File: config.mk
export PLATFORM = sky130hd
export DESIGN_NAME = uart_rx_arbiter
export DESIGN_NICKNAME = d
export VERILOG_FILES = /design/src/rtl/hydra_pkg.sv /design/src/rtl/rr_arbiter.sv /design/src/rtl/uart_rx_arbiter.sv
export SDC_FILE = /design/constraint.sdc
export NUM_CORES = 1
export LEC_CHECK = 0
export ABC_AREA = 1
export CELL_PAD_IN_SITES_DETAIL_PLACEMENT = 2
export CELL_PAD_IN_SITES_GLOBAL_PLACEMENT = 2
export CORE_MARGIN = 2
export CORE_UTILIZATION = 29
export CTS_CLUSTER_DIAMETER = 200
export DETAILED_ROUTE_END_ITERATION = 6
export HOLD_SLACK_MARGIN = 0.05
export PLACE_DENSITY_LB_ADDON = 0.12
export REMOVE_ABC_BUFFERS = 1
export SETUP_SLACK_MARGIN = 0.4
export SLEW_MARGIN = 10
export SYNTH_ARGS = -nofsm -noshare
export SYNTH_HDL_FRONTEND = slang
export SYNTH_SLANG_ARGS = --single-unit
File: constraint.sdc
create_clock -name clk -period 10.8 [get_ports clk]
set_clock_uncertainty 0.15 [all_clocks]
set_input_delay 2.16 -clock clk [delete_from_list [all_inputs] [get_ports clk]]
set_output_delay 2.16 -clock clk [all_outputs]
set_load 0.05 [all_outputs]
File: src/rtl/hydra_pkg.sv
// hydra_pkg: shared defaults, FSM state type and a sizing helper for the
// uart_rx_arbiter slice (top, rr_arbiter sub-module).
package hydra_pkg;

  localparam int DEFAULT_NUM_PORTS      = 4;
  localparam int DEFAULT_WIDTH          = 64;
  localparam int DEFAULT_TIMEOUT_CYCLES = 47;

  typedef enum logic [1:0] {
    IDLE       = 2'd0,
    GRANT      = 2'd1,
    ISSUE      = 2'd2,
    WAIT_COMMS = 2'd3
  } arb_state_e;

  // Bits needed to hold values 0..n-1, never less than one bit.
  function automatic int idx_width(input int n);
    return (n > 1) ? $clog2(n) : 1;
  endfunction

endpackage

File: src/rtl/rr_arbiter.sv
// rr_arbiter: round-robin picker over a request vector. The search starts one
// past the last granted index and wraps NUM_PORTS-1 -> 0. last_grant only moves
// when 'advance' is asserted and a request is actually present.
module rr_arbiter
  import hydra_pkg::*;
#(
  parameter int NUM_PORTS = DEFAULT_NUM_PORTS
) (
  input  logic                 clk,
  input  logic                 reset,
  input  logic [NUM_PORTS-1:0] req,
  input  logic                 advance,
  output logic [NUM_PORTS-1:0] gnt
);

  localparam int IdxW = idx_width(NUM_PORTS);

  logic [IdxW-1:0] last_q;
  logic [IdxW-1:0] last_d;
  logic [IdxW-1:0] pick;
  logic [IdxW-1:0] cand;
  logic            found;
  int              idx;

  // Scan the requests in rotating priority order and keep the first hit.
  always_comb begin
    gnt   = '0;
    pick  = last_q;
    found = 1'b0;
    idx   = 0;
    cand  = '0;
    for (int off = 1; off <= NUM_PORTS; off++) begin
      idx = int'(last_q) + off;
      if (idx >= NUM_PORTS) begin
        idx = idx - NUM_PORTS;
      end
      cand = IdxW'(idx);
      if (!found && req[cand]) begin
        found     = 1'b1;
        gnt[cand] = 1'b1;
        pick      = cand;
      end
    end
  end

  // Remember the winner so the next search begins just after it.
  always_comb begin
    last_d = last_q;
    if (advance && found) begin
      last_d = pick;
    end
  end

  // last_grant starts at the top index so channel 0 has first priority.
  always_ff @(posedge clk or posedge reset) begin
    if (reset) begin
      last_q <= IdxW'(NUM_PORTS - 1);
    end else begin
      last_q <= last_d;
    end
  end

endmodule

File: src/rtl/uart_rx_arbiter.sv
// uart_rx_arbiter: pulls packets from NUM_PORTS RX UARTs into per-channel hold
// registers and forwards them one at a time, round-robin, to a downstream FIFO.
// Packets from disabled channels are unloaded and discarded (sticky 'dropped').
// Optional feature: define RX_TIMEOUT_EN to bound the wait on comms_busy to
// TIMEOUT_CYCLES cycles; without it the block waits indefinitely and
// timeout_flag is constant zero.
module uart_rx_arbiter
  import hydra_pkg::*;
#(
  parameter int WIDTH          = DEFAULT_WIDTH,
  parameter int NUM_PORTS      = DEFAULT_NUM_PORTS,
  parameter int TIMEOUT_CYCLES = DEFAULT_TIMEOUT_CYCLES
) (
  input  logic                             clk,
  input  logic                             reset,
  input  logic [NUM_PORTS-1:0][WIDTH-1:0]  rx_data_uart,
  input  logic [NUM_PORTS-1:0]             rx_empty_uart,
  input  logic [NUM_PORTS-1:0]             enable_posi,
  input  logic                             comms_busy,
  output logic [NUM_PORTS-1:0]             uld_rx_data_uart,
  output logic [WIDTH-1:0]                 rx_data,
  output logic                             rx_data_flag,
  output logic [NUM_PORTS-1:0]             grant,
  output logic [NUM_PORTS-1:0]             dropped,
  output logic                             timeout_flag
);

  arb_state_e state_q;
  arb_state_e state_d;

  logic [NUM_PORTS-1:0][WIDTH-1:0] hold_q;
  logic [NUM_PORTS-1:0][WIDTH-1:0] hold_d;
  logic [NUM_PORTS-1:0]            hold_valid_q;
  logic [NUM_PORTS-1:0]            hold_valid_d;
  logic [NUM_PORTS-1:0]            uld_q;
  logic [NUM_PORTS-1:0]            uld_d;
  logic [NUM_PORTS-1:0]            dropped_q;
  logic [NUM_PORTS-1:0]            dropped_d;
  logic [WIDTH-1:0]                rx_data_q;
  logic [NUM_PORTS-1:0]            grant_q;

  logic [NUM_PORTS-1:0] arb_gnt;
  logic [WIDTH-1:0]     sel_data;
  logic                 grant_now;
  logic                 timeout_hit;

  assign grant_now = (state_q == GRANT);

  rr_arbiter #(
    .NUM_PORTS(NUM_PORTS)
  ) u_rr (
    .clk    (clk),
    .reset  (reset),
    .req    (hold_valid_q),
    .advance(grant_now),
    .gnt    (arb_gnt)
  );

`ifdef RX_TIMEOUT_EN
  localparam int CntW = idx_width(TIMEOUT_CYCLES);

  logic [CntW-1:0] cnt_q;
  logic [CntW-1:0] cnt_d;

  // Count cycles spent in WAIT_COMMS; the count restarts on every entry.
  always_comb begin
    cnt_d = '0;
    if (state_q == WAIT_COMMS) begin
      cnt_d = cnt_q + CntW'(1);
    end
  end

  // Timeout counter register.
  always_ff @(posedge clk or posedge reset) begin
    if (reset) begin
      cnt_q <= '0;
    end else begin
      cnt_q <= cnt_d;
    end
  end

  assign timeout_hit = (state_q == WAIT_COMMS) && comms_busy &&
                       (cnt_q == CntW'(TIMEOUT_CYCLES - 1));
`else
  assign timeout_hit = 1'b0;
`endif

  // Capture, drop and release of the per-channel hold registers. A channel that
  // is already holding a packet leaves the UART alone so it back-pressures; the
  // unload pulse of the previous cycle blocks a second look at stale UART data.
  always_comb begin
    hold_d       = hold_q;
    hold_valid_d = hold_valid_q;
    uld_d        = '0;
    dropped_d    = dropped_q;
    for (int i = 0; i < NUM_PORTS; i++) begin
      if (!rx_empty_uart[i] && !uld_q[i]) begin
        if (enable_posi[i]) begin
          if (!hold_valid_q[i]) begin
            hold_d[i]       = rx_data_uart[i];
            hold_valid_d[i] = 1'b1;
            uld_d[i]        = 1'b1;
          end
        end else begin
          uld_d[i]     = 1'b1;
          dropped_d[i] = 1'b1;
        end
      end
    end
    if (grant_now) begin
      hold_valid_d = hold_valid_d & ~arb_gnt;
    end
  end

  // One-hot mux of the held packet chosen by the arbiter.
  always_comb begin
    sel_data = '0;
    for (int i = 0; i < NUM_PORTS; i++) begin
      if (arb_gnt[i]) begin
        sel_data = sel_data | hold_q[i];
      end
    end
  end

  // Hold registers, unload pulses and the sticky drop flags.
  always_ff @(posedge clk or posedge reset) begin
    if (reset) begin
      hold_q       <= '0;
      hold_valid_q <= '0;
      uld_q        <= '0;
      dropped_q    <= '0;
    end else begin
      hold_q       <= hold_d;
      hold_valid_q <= hold_valid_d;
      uld_q        <= uld_d;
      dropped_q    <= dropped_d;
    end
  end

  // Output packet and source register, only reloaded in GRANT.
  always_ff @(posedge clk or posedge reset) begin
    if (reset) begin
      rx_data_q <= '0;
      grant_q   <= '0;
    end else if (grant_now) begin
      rx_data_q <= sel_data;
      grant_q   <= arb_gnt;
    end
  end

  // FSM state register.
  always_ff @(posedge clk or posedge reset) begin
    if (reset) begin
      state_q <= IDLE;
    end else begin
      state_q <= state_d;
    end
  end

  // FSM next state: grant, issue for one cycle, then wait on downstream comms.
  always_comb begin
    state_d = state_q;
    unique case (state_q)
      IDLE: begin
        if (|hold_valid_q) begin
          state_d = GRANT;
        end
      end
      GRANT: begin
        state_d = ISSUE;
      end
      ISSUE: begin
        state_d = WAIT_COMMS;
      end
      WAIT_COMMS: begin
        if (!comms_busy || timeout_hit) begin
          state_d = (|hold_valid_q) ? GRANT : IDLE;
        end
      end
      default: begin
        state_d = IDLE;
      end
    endcase
  end

  // FSM outputs: one-cycle valid strobe and timeout strobe.
  always_comb begin
    rx_data_flag = (state_q == ISSUE);
    timeout_flag = timeout_hit;
  end

  assign uld_rx_data_uart = uld_q;
  assign rx_data          = rx_data_q;
  assign grant            = grant_q;
  assign dropped          = dropped_q;

endmodule

After elaboration in Yosys (flattened, before gate mapping)
Index checks and enable logic that the tools add are counted.
{"block": "op_classes", "n_addsub": 8, "multipliers": 0, "div": 0, "n_lt_le_gt_ge": 12, "n_eq_ne": 5, "n_shift": 0, "n_mux": 61, "n_bitwise": 16, "n_reduce_logical": 36}
{"cell": "two-way mux 64 bit", "count": 4}
{"cell": "OR 64 bit", "count": 3}
{"cell": "two-way mux 1 bit", "count": 33}
{"cell": "two-way mux 2 bit", "count": 10}
{"cell": "two-way mux 4 bit", "count": 5}
{"cell": "logical AND 1 bit", "count": 12}
{"cell": "< comparator 2 x 3 -> 1 bit, second input constant", "count": 4}
{"cell": "OR 4 bit", "count": 3}
{"cell": "AND reduction 2 bit", "count": 6}
{"cell": "AND reduction 3 bit", "count": 4}
{"cell": "zero test 1 bit", "count": 11}
{"cell": "greater-or-equal comparator 3 bit, second input constant", "count": 3}
{"cell": "binary-select mux 1 bit (select 2 bit)", "count": 4}
{"cell": "demux 1 bit (select 2 bit)", "count": 4}
{"cell": "greater-or-equal comparator 2 x 1 -> 1 bit, second input constant", "count": 4}
{"cell": "inverter 1 bit", "count": 8}
{"cell": "case mux 2 bit (4 select lines)", "count": 1}
{"cell": "subtractor 2 x 1 -> 2 bit, second input constant", "count": 4}
{"cell": "adder 2 x 2 -> 3 bit, second input constant", "count": 2}
{"cell": "adder 2 x 3 -> 4 bit, second input constant", "count": 1}
{"cell": "AND 4 bit", "count": 1}
{"cell": "== test 2 bit, second input constant", "count": 2}
{"cell": "greater-or-equal comparator 4 x 3 -> 1 bit, second input constant", "count": 1}
{"cell": "inequality test 2 bit, second input constant", "count": 2}
{"cell": "other kinds (6)", "count": 6}
{"block": "totals", "register_bits": 340, "latchBits": 0, "mem_bits_rw": 0, "mem_bits_ro": 0, "input_bits": 267, "elab_cells": 152, "memories": 0}

Logic depth before layout (Yosys ltp)
{"block": "depth", "word_depth": 22, "mapped_depth": 15, "mapped_depth_nobuf": 14}

Cells and area by module
A second synthesis with hierarchy kept.
{"block": "unflattened", "cells_unflattened": 1887, "hier_area_um2": 16139.2}
{"mod": "uart_rx_arbiter", "instances": 1, "cells_per_inst": 1798, "area_per_inst_um2": 15567.4, "seq_area_each_um2": 8458.1}
{"mod": "rr_arbiter", "instances": 1, "cells_per_inst": 89, "area_per_inst_um2": 571.8, "seq_area_each_um2": 52.6}

Least setup slack after synthesis
OpenSTA, ideal clock, no wires.
{"block": "synth_path", "path_kind": "input to register", "from": "in rx_empty_uart[1]", "to": "reg hold_q[100] in the netlist's numbering", "arrival_time_ps": 3199, "setup_slack_ps": 7326, "cell_stages": 4, "path_buffers": 1, "cell_sequence": "nor2_1 -> nand3_1 -> clkbuf_1 -> mux2_2"}
{"block": "synth_between", "elab_chain_cells": 3}
{"element": "from (decl)", "line_no": "uart_rx_arbiter.sv:17", "rtl": "input logic [NUM_PORTS-1:0] rx_empty_uart,"}
{"element": "zero test 1 bit", "line_no": "uart_rx_arbiter.sv:97", "rtl": "if (!rx_empty_uart[i] && !uld_q[i]) begin"}
{"element": "logical AND 1 bit", "line_no": "uart_rx_arbiter.sv:97"}
{"element": "AND reduction 3 bit (no line)"}
{"element": "to (signal assigned)", "line_no": "uart_rx_arbiter.sv:133", "rtl": "hold_q <= hold_d;"}
{"element": "to (decl)", "line_no": "uart_rx_arbiter.sv:31", "rtl": "logic [NUM_PORTS-1:0][WIDTH-1:0] hold_q;"}
Every way passes these cells.
A chain may end at the register's enable or synchronous reset.

Worst setup path after layout
{"block": "layout_path", "from": "reg state_q[0]", "to": "out rx_data_flag"}
{"block": "layout_between", "elab_chain_cells": 1}
{"element": "from (decl)", "line_no": "uart_rx_arbiter.sv:28", "rtl": "arb_state_e state_q;"}
{"element": "from (signal assigned)", "line_no": "uart_rx_arbiter.sv:156", "rtl": "state_q <= state_d;"}
{"element": "== test 2 bit", "line_no": "uart_rx_arbiter.sv:188", "rtl": "rx_data_flag = (state_q == ISSUE);"}
{"element": "to (decl)", "line_no": "uart_rx_arbiter.sv:22", "rtl": "output logic rx_data_flag,"}
Every way passes these cells.

==> impl_results.md <==
* Largest family of logic cells by synthesized area: multiplexers
* CP arrival at 2.11 ns
* Seq pwr share at 33.4%
* Setup violations, final at 0
* CTS Buf Count at 43
* Metal2 WL at roughly 26000 microns
* Area of the die at 53200 sq um
* Pwr dens at roughly 340 nW/um^2
* Multiplexer share of the synthesized area at 19.7%
* DIE WIDTH at around 230 microns
* DRC at 0
* Status: finished clean
* Detail Route Antenna Nets at 0
* Worst path slowest cell: clkdlybuf4s50_1
* Slowest Stage Delay on Critical Path at between 0.8 and 0.9 ns
* Net Sw Power at roughly 3 mW
* CP Class: reg2out
* Routed WL at between 50000 and 60000 microns
* Die Ht at around 230 microns
* Layout cells sized above 1 at 20.9%
* CTS-repair resized insts at 0
* Syn Area/Cell at roughly 11 sq um
* P_leak at between 8 and 9 nW
* Synth Area in XOR/XNOR at less than 1%
* Internal power at 3.89 mW
* Cell area after synthesis at 14900 sq um
* CP startpoint: state_q[0]
* Critical path buffers and inverters at 2
* Clock sink count at 340
* I/O pin total at roughly 350
* Clock Power Share at 19.9%
* Crit-path leading delay family: buffers and inverters
* RSZ-0062 raised after global routing: no
* Comb pwr share at 46.8%
* Worst Setup End Kind: output pin
* Tcrit/Tclk final at ~40%
* Sum of routed wire segments on met1 at 21000 microns
* Crit Reg-Reg Endpoint: rx_data[33]
* Hold Buf Count CTS at 0
* Post-Synth Adder-Cell Area at less than 1%
* Clk slew on worst S/H paths at approximately 0.06 ns
* Rows at 83
* Starting utilization of the core area at between 20% and 30%
* GRT Util Overall at roughly a fifth
* DR top layer: met5
* CP Cell Sequence: inv_1 -> ha_1 -> clkdlybuf4s50_1
* Antenna violations before repair at 16
* Worst EP required at 8.49 ns
* Gpl congestion at approximately 0.75
* Mapped Cells at 1385
* Synth top area share at a little under three fifths
* GR Overflow Total at 0
* Most area-hungry cell type in the Yosys netlist: dfrtp_1
* Clock insertion delay at the later pin of the skew report at 0.57 ns
* Worst IR Drop VDD at 0.155 mV
* Final Core Density at between 30% and 40%
* Synth Area in Compound Gates at less than 1%
* Max clock buf depth at 3
* Post-route minimum period at between 4 and 5 ns
* Global-route wire length before repair at roughly 78000 microns
* WL met3 at 2840 microns
* Synth area leaders: dfrtp_1, mux2_2, nand2_1, nor2_1, nand3_1
* Largest net degree at the start of global routing at 143
* # H-tree levels at 2
* Placed insts at roughly 2.4k
* CTS tree: built
* Setup crit start kind: flop
* Register area share after synthesis at 57.2%
* Setup bufs post-CTS at 0
* Fmax achieved at between 0.2 and 0.25 GHz
* Measured slew at the worst slew-check pin at 1.07 ns
* Port bufs at approximately 340
* CP Max Fanout at 5
* Vias in the first global route at 12.9k
* Post-Synth Simple-Gate Area at between 10% and 20%
* DP Wirelength at between 30000 and 40000 microns
* Synth Register Bits at 340
* DR vias/cell at 4.63
* Clock Root Buffer: clkbuf_16
* FF-to-FF path depth at 14
* Drt wl/cell at around 21 microns
* Worst rel slew slack at approximately 29%
* Final hold violation count at 0
* Critical path endpoint: rx_data_flag
* Area Overhead vs Synth at 36.0%
* Max Cap Viol at 0
* Number of DRC markers in iteration 0 at ~320
* Worst reg2reg path startpoint: u_rr.last_q[0]
* Critical path depth at 3
* Final #Nets at 1993
* Final Max Slew Viols at 0
* Worst hold-check path type: reg2reg
* Vias at around 11k
* Netlist cell types at 27
* R2R Setup Slk at 7.03 ns
* Sw frac at between 40 and 50%
* First-pass detailed-route iteration total at 4
* Ys Warns at 0
* Core area at around 50000 sq um
* Non-Filler Instances at 2424
[cells by family after synthesis]
| kind of cell | Yosys count |
|---|---|
| AO/OA/AOI/OAI | 23 |
| XOR/XNOR | 1 |
| adder cells (fa/ha/maj) | 11 |
| buffers and inverters | 95 |
| flip-flops | 340 |
| multiplexers | 260 |
| other | 1 |
| AND/OR/NAND/NOR | 654 |
[worst min-delay path by stage]
stage / cells after the start / endpoint / slack, ns / start
after global routing: 1 / dropped[2] / 0.34 / dropped[2]
after floorplan: 1 / hold_q[0] / 0.33 / hold_q[0]
after global placement: 1 / dropped[3] / 0.29 / dropped[3]
after CTS: 1 / dropped[0] / 0.32 / dropped[0]
after detailed placement: 1 / dropped[0] / 0.31 / dropped[0]
final: 1 / dropped[0] / 0.31 / dropped[0]
[metrics by stage]
| stage | hold slack (ns) | worst slack, ns | total power [mW] | area [sq um] | TNS [ns] |
|---|---|---|---|---|---|
| floorplan | 0.330 | -0.930 | 4.35 | 14500 | -314.34 |
| global placement | 0.294 | 6.10 | 5.44 | 18900 | 0 |
| detailed placement | 0.310 | 6.00 | 5.57 | 18900 | 0 |
| CTS | 0.323 | 6.33 | 6.97 | 20200 | 0 |
| global route | 0.339 | 6.27 | 7.36 | 20200 | 0 |
| finish | 0.315 | 6.38 | 6.80 | 20300 | 0 |
[placed cells by master (no fill, tap or decap), types with 8 or more instances in the layout]
cell type and count:
nand2_1 351, clkdlybuf4s50_1 343, nor2_1 193, ha_1 10
mux2_2 260, buf_4 9, inv_1 25, dfrtp_1 338
nand3_1 80, o21ai_0 9, clkbuf_1 11, clkbuf_16 44
nor2_2 14, a21oi_1 8, clkbuf_8 8
[power by group through the flow]
stage	sequential (mW)	clock (mW)	combinational, mW
floorplan	2.64	0	1.71
CTS	2.28	1.40	3.29
finish	2.27	1.35	3.18
global placement	2.26	0	3.18
global route	2.36	1.45	3.55
detailed placement	2.29	0	3.28
[cell usage after synthesis]
| library cell | n |
|---|---|
| a21o_1 | 4 |
| a21oi_1 | 8 |
| buf_1 | 2 |
| buf_2 | 8 |
| buf_4 | 2 |
| buf_6 | 18 |
| buf_8 | 1 |
| clkbuf_1 | 37 |
| conb_1 | 1 |
| dfrtp_1 | 338 |
| dfstp_2 | 2 |
| ha_1 | 11 |
| inv_1 | 26 |
| inv_2 | 1 |
| mux2_2 | 260 |
| nand2_1 | 353 |
| nand2_2 | 4 |
| nand2_4 | 1 |
| nand3_1 | 84 |
| nand3_2 | 3 |
| nand3_4 | 1 |
| nor2_1 | 193 |
| nor2_2 | 14 |
| nor2_4 | 1 |
| o211ai_1 | 2 |
| o21ai_0 | 9 |
| xor2_1 | 1 |
[cell type report]
class                      count  area [sq um]
antenna                        5          12.5
clock buffer                  63          1250
clock inverter                 6          47.5
fill                        5358         30700
inverter                      27           109
multi-input combinational    950          5950
sequential                   340          8510
tap                          680           851
timing repair buffer         353          3520
[worst register-to-register path, cell delays in order, from the launching register on]
cell,delay (ns)
dfstp_2,0.67
inv_2,0.18
ha_1,0.43
inv_1,0.12
nand3_2,0.15
nand2_4,0.14
nand2_2,0.09
nor2_4,0.16
nand3_1,0.15
nand2_4,0.47
buf_4,0.57
nand2_1,0.12
nand3_1,0.13
nor2_1,0.08
nor2_1,0.10
[per-layer routing]
metal	GRT usage, %	up-vias
li1	-	5159
met1	23.5	5763
met2	34.8	196
met3	5.03	76
met4	4.82	22
met5	0	-
[state kept, by name (all words and copies together) (netlist names)]
| register | cells |
|---|---|
| dropped | 4 |
| grant | 4 |
| hold_q | 256 |
| hold_valid_q | 4 |
| rx_data | 64 |
| state_q | 2 |
| u_rr.last_q | 2 |
| uld_rx_data_uart | 4 |
(Power assumes the default switching activity.)
